==> src/rtl/rv523_regfile_pkg.sv <==
// Shared constants and word type for the RV523 register bank.
package rv523_regfile_pkg;
  localparam int DEF_WIDTH = 32;
  localparam int DEF_DEPTH = 32;
  localparam int ZERO_ADDR = 0;

  typedef logic [DEF_WIDTH-1:0] word_t;
endpackage

==> src/rtl/latch_dff_word.sv <==
// One register word built from master/slave latch pairs: rising-edge capture, load-gated, synchronous clear.
// Master follows D (or 0 in reset) while CLK is low; the slave opens during the high phase only if a load was latched.
import rv523_regfile_pkg::*;

module latch_dff_word #(
  parameter int WIDTH = DEF_WIDTH
) (
  input  logic [WIDTH-1:0] D,
  input  logic             CLK,
  input  logic             nCLK,
  input  logic             LOAD,
  input  logic             nRST,
  output logic [WIDTH-1:0] Q
);

  logic [WIDTH-1:0] master;
  logic             load_held;

  // Load is held through the high phase so the slave enable cannot glitch.
  always_latch begin
    if (nCLK) begin
      master    <= nRST ? D : '0;
      load_held <= LOAD | ~nRST;
    end
  end

  always_latch begin
    if (CLK && load_held) begin
      Q <= master;
    end
  end

endmodule

==> src/rtl/latch_regfile.sv <==
// Register bank, word 0 reads as zero; 1 sync write port, 2 combinational reads.
// Optional write-through forwarding under macro LATCH_REGFILE_BYPASS_EN.
import rv523_regfile_pkg::*;

module latch_regfile #(
  parameter int WIDTH = DEF_WIDTH,
  parameter int DEPTH = DEF_DEPTH,
  parameter int AW    = $clog2(DEPTH)
) (
  input  logic             CLK,
  input  logic             nRST,
  input  logic             WE,
  input  logic [AW-1:0]    WADDR,
  input  logic [WIDTH-1:0] WDATA,
  input  logic [AW-1:0]    RADDR1,
  output logic [WIDTH-1:0] RDATA1,
  input  logic [AW-1:0]    RADDR2,
  output logic [WIDTH-1:0] RDATA2
);

  // Every encodable address gets a slot; x0 and out-of-range slots are tied to zero.
  localparam int NSLOT = 1 << AW;

  logic [WIDTH-1:0] words [NSLOT];

  for (genvar i = 0; i < NSLOT; i++) begin : g_slot
    if (i == ZERO_ADDR || i >= DEPTH) begin : g_zero
      assign words[i] = '0;
    end else begin : g_word
      logic nclk;
      logic load;

      assign nclk = ~CLK;
      assign load = WE && (WADDR == AW'(i));

      latch_dff_word #(.WIDTH(WIDTH)) u_word (
        .D    (WDATA),
        .CLK  (CLK),
        .nCLK (nclk),
        .LOAD (load),
        .nRST (nRST),
        .Q    (words[i])
      );
    end
  end

`ifdef LATCH_REGFILE_BYPASS_EN
  logic [NSLOT-1:0] fwd_ok;
  logic             wr_live;

  for (genvar i = 0; i < NSLOT; i++) begin : g_fwd
    assign fwd_ok[i] = (i != ZERO_ADDR) && (i < DEPTH);
  end

  assign wr_live = WE && nRST && fwd_ok[WADDR];
  assign RDATA1  = (wr_live && RADDR1 == WADDR) ? WDATA : words[RADDR1];
  assign RDATA2  = (wr_live && RADDR2 == WADDR) ? WDATA : words[RADDR2];
`else
  assign RDATA1 = words[RADDR1];
  assign RDATA2 = words[RADDR2];
`endif

endmodule
==> config.mk <==
export PLATFORM = sky130hd
export DESIGN_NAME = latch_regfile
export DESIGN_NICKNAME = d
export VERILOG_FILES = /design/src/rtl/rv523_regfile_pkg.sv /design/src/rtl/latch_dff_word.sv /design/src/rtl/latch_regfile.sv
export SDC_FILE = /design/constraint.sdc
export NUM_CORES = 1
export LEC_CHECK = 0
export ABC_AREA = 1
export BUFFER_PORTS_ARGS = -buffer_cell sky130_fd_sc_hd__buf_4
export CORE_ASPECT_RATIO = 2
export CORE_MARGIN = 4
export CORE_UTILIZATION = 25
export DETAILED_ROUTE_END_ITERATION = 8
export GPL_TIMING_DRIVEN = 0
export PLACE_DENSITY = 0.49
export SETUP_SLACK_MARGIN = 0.15
export SYNTH_ARGS = -nofsm -noshare
export SYNTH_HDL_FRONTEND = slang
export SYNTH_SLANG_ARGS = --single-unit
==> constraint.sdc <==
create_clock -name vclk -period 1.25
set_input_delay 0.125 -clock vclk [all_inputs]
set_output_delay 0.125 -clock vclk [all_outputs]
set_load 0.01 [all_outputs]
==> impl_results.md <==
* Largest net degree at the start of global routing at between 60 and 70
* Yosys top cell area share at 0.392
* Final setup margin at -661 ps
* Routability cong. at around 1
* Failing checks: negative setup slack
* Crit-path max cell delay at around 220 ps
* Post-Syn Instances at about 6.2k
* Die Span Y at roughly 560 µm
* Starting Density at 0.251
* Final hold vios at 0
* CP arrival at 1790 ps
* M1 GR Usage at 0.249
* Fillers at between 15k and 20k
* Initial antenna violation count at 6
* Avg Cell Area, Syn at between 6 and 7 µm²
* Top Ports at about 110
* Synth unique cells at 16
* Hold path start: RADDR1[4]
* DRC errors left at 0
* GRT busiest layer: met2
* Slowest cell on crit path: clkbuf_16
* Syn_nets at around 6.3k
* Status: finished with violations
* WHS Path Cells at 4
* Fin nets at 6426
* Syn. warnings at 0
* First-pass GRT wire length at ~320000 µm
* Vias at about 43k
* Relative slew slack at 0.0202
* Fmax at around 520 MHz
* Ordered list of cells on the worst path: buf_8 -> inv_8 -> buf_12 -> clkbuf_16 -> buf_16 -> nand2_1 -> nand3_2 -> nand3_4 -> nand3_2 -> nand2_1 -> nand2_2 -> nand2_4 -> buf_4
* Critical path depth in cells at 13
* HP Class: in -> out
* Flip-flop and latch area at about 0.016 mm²
* Total Routing Usage GR at 0.279
* CP Capture Type: output pin
* Cell Area, Synth at ~0.038 mm²
* Dpl cells at slightly above 8k
* Hold EP: RDATA1[31]
* Period utilization at 1.53
* Vias per cell at roughly 5.2
* Worst Path Max Fanout at 7
* Worst path bufs/invs at 6
* Unrepaired setup endpoints after global routing: yes
* Vias in the first global route at approximately 43k
* Port Buffers at roughly 110
* Fraction of layout cells with a size suffix above 1 at 0.168
* Crit path max-delay family: buffers and inverters
* Die area at around 0.16 mm²
* WS Path Type: in -> out
* Final wirelength at between 200000 and 250000 µm
* Core area at between 0.15 and 0.2 mm²
* FP Rows at 202
* # Max-Cap Violations at 0
* Worst Path Required at 1120 ps
* Endpoints left unconstrained at between 1k and 1.5k
* Least-Margin Pin Slew at approximately 1500 ps
* Chip width at ~280 µm
* Fin crit period at approximately 1900 ps
* DRT antenna net count at 0
* Crit start category: input port
* Yosys reg bits at around 1.1k
* Met3 global-route usage at 0.0375
* Final non-filler cell total at roughly 8.3k
* Drt first-iter violations at roughly 3.4k
* Area Overhead vs Synth at 24.0%
* Overflow after GRT at 0
* TNS Setup at -37820 ps
* Slew Limit Fails at 0
* Global-route met2 utilization at 0.516
* Multi-input logic area at 0.0196 mm²
* Synth area leader: dlxtp_1
* Avg WL per Cell at about 28 µm
* Register pins left without a clock at around 1.1k
* Drt first pass iters at 6
* Final setup vio count at between 60 and 70
* Cells taking the most area after synthesis: dlxtp_1, nand3_1, nand2_1
* Hpwl dp at 179000 µm
==> through the flow <==
| stage | setup slack [ps] | hold WS (ps) | cell area [µm²] | util |
|---|---|---|---|---|
| finish | -661 | 851 | 47100 | 0.312 |
| global route | -668 | 839 | 47100 | 0.311 |
| CTS | -643 | 834 | 45400 | 0.300 |
| detailed placement | -1880 | 993 | 42300 | 0.280 |
| global placement | -1970 | 989 | 42100 | 0.279 |
| floorplan | 21.3 | 530 | 38900 | - |
==> cells in the mapped netlist <==
library cell	n
nor2_4	2
clkbuf_1	125
buf_4	21
nor2_1	128
a21oi_1	256
dlxtn_1	63
buf_2	217
nand2_1	2003
nand3_1	1536
buf_6	17
dlxtp_1	992
inv_1	778
inv_4	1
buf_1	37
o21ai_0	31
inv_2	5
==> worst max-delay path by stage <==
stage / start / to / slack [ps]
2_1_floorplan: RADDR2[1] / RDATA2[21] / 20
3_3_place_gp: RADDR2[2] / RDATA2[4] / -1970
3_5_place_dp: RADDR1[2] / RDATA1[3] / -1880
4_1_cts: RADDR2[0] / RDATA2[22] / -640
5_1_grt: RADDR1[0] / RDATA1[18] / -670
6_report: RADDR2[0] / RDATA2[4] / -660
==> layout make-up <==
class | count | share of cell area
Multi-Input combinational cell | 3956 | 0.416
Timing Repair Buffer | 164 | 0.0429
Sequential cell | 1055 | 0.337
Inverter | 784 | 0.0630
Tap cell | 1938 | 0.0515
Buffer | 415 | 0.0899
Antenna cell | 9 | 0.000478
==> registers in the layout, summed over array words and instances (netlist names) <==
name,flops
g_slot.g_word.u_word.master,32
g_slot.g_word.u_word.load_held,31
g_slot.g_word.u_word.Q,992
==> worst min-delay path, stage by stage <==
cell	delay (ps)
clkbuf_2	240
nand3_4	170
nand2_4	60
buf_6	120
==> what timing repair did <==
| action | CTS | global route |
|---|---|---|
| gates cloned | 11 | 6 |
| resized for setup | 717 | 384 |
| buffers inserted | 24 | 6 |
| setup endpoints to repair | 64 | 64 |
| pin swaps | 89 | 124 |
| hold buffers | 0 | 0 |
==> cell usage in the layout (no fill, tap or decap), types with 31 or more instances in the layout <==
cell / count
nand2_1: 1842
buf_12: 62
nand2_4: 54
buf_6: 135
clkbuf_2: 31
nor2_1: 126
buf_8: 35
nand2_2: 107
inv_1: 754
dlxtp_1: 992
nand3_1: 1228
buf_4: 172
a21oi_1: 254
clkbuf_4: 58
dlxtn_1: 60
nand3_2: 282
o21ai_0: 31
==> logic make-up after synthesis <==
family	Yosys count	share of synthesized area
latches	1055	0.417
simple gates	3669	0.414
compound gates	287	0.0378
buf+inv	1201	0.131
==> metal layers <==
metal  share of wire  routed length [µm]  vias to the layer above
met5        0.000056                  13                        -
met2            0.51              118000                     2449
li1                -                   -                    19692
met4            0.14               32200                        2
met1            0.30               70800                    19954
met3           0.054               12600                     1321
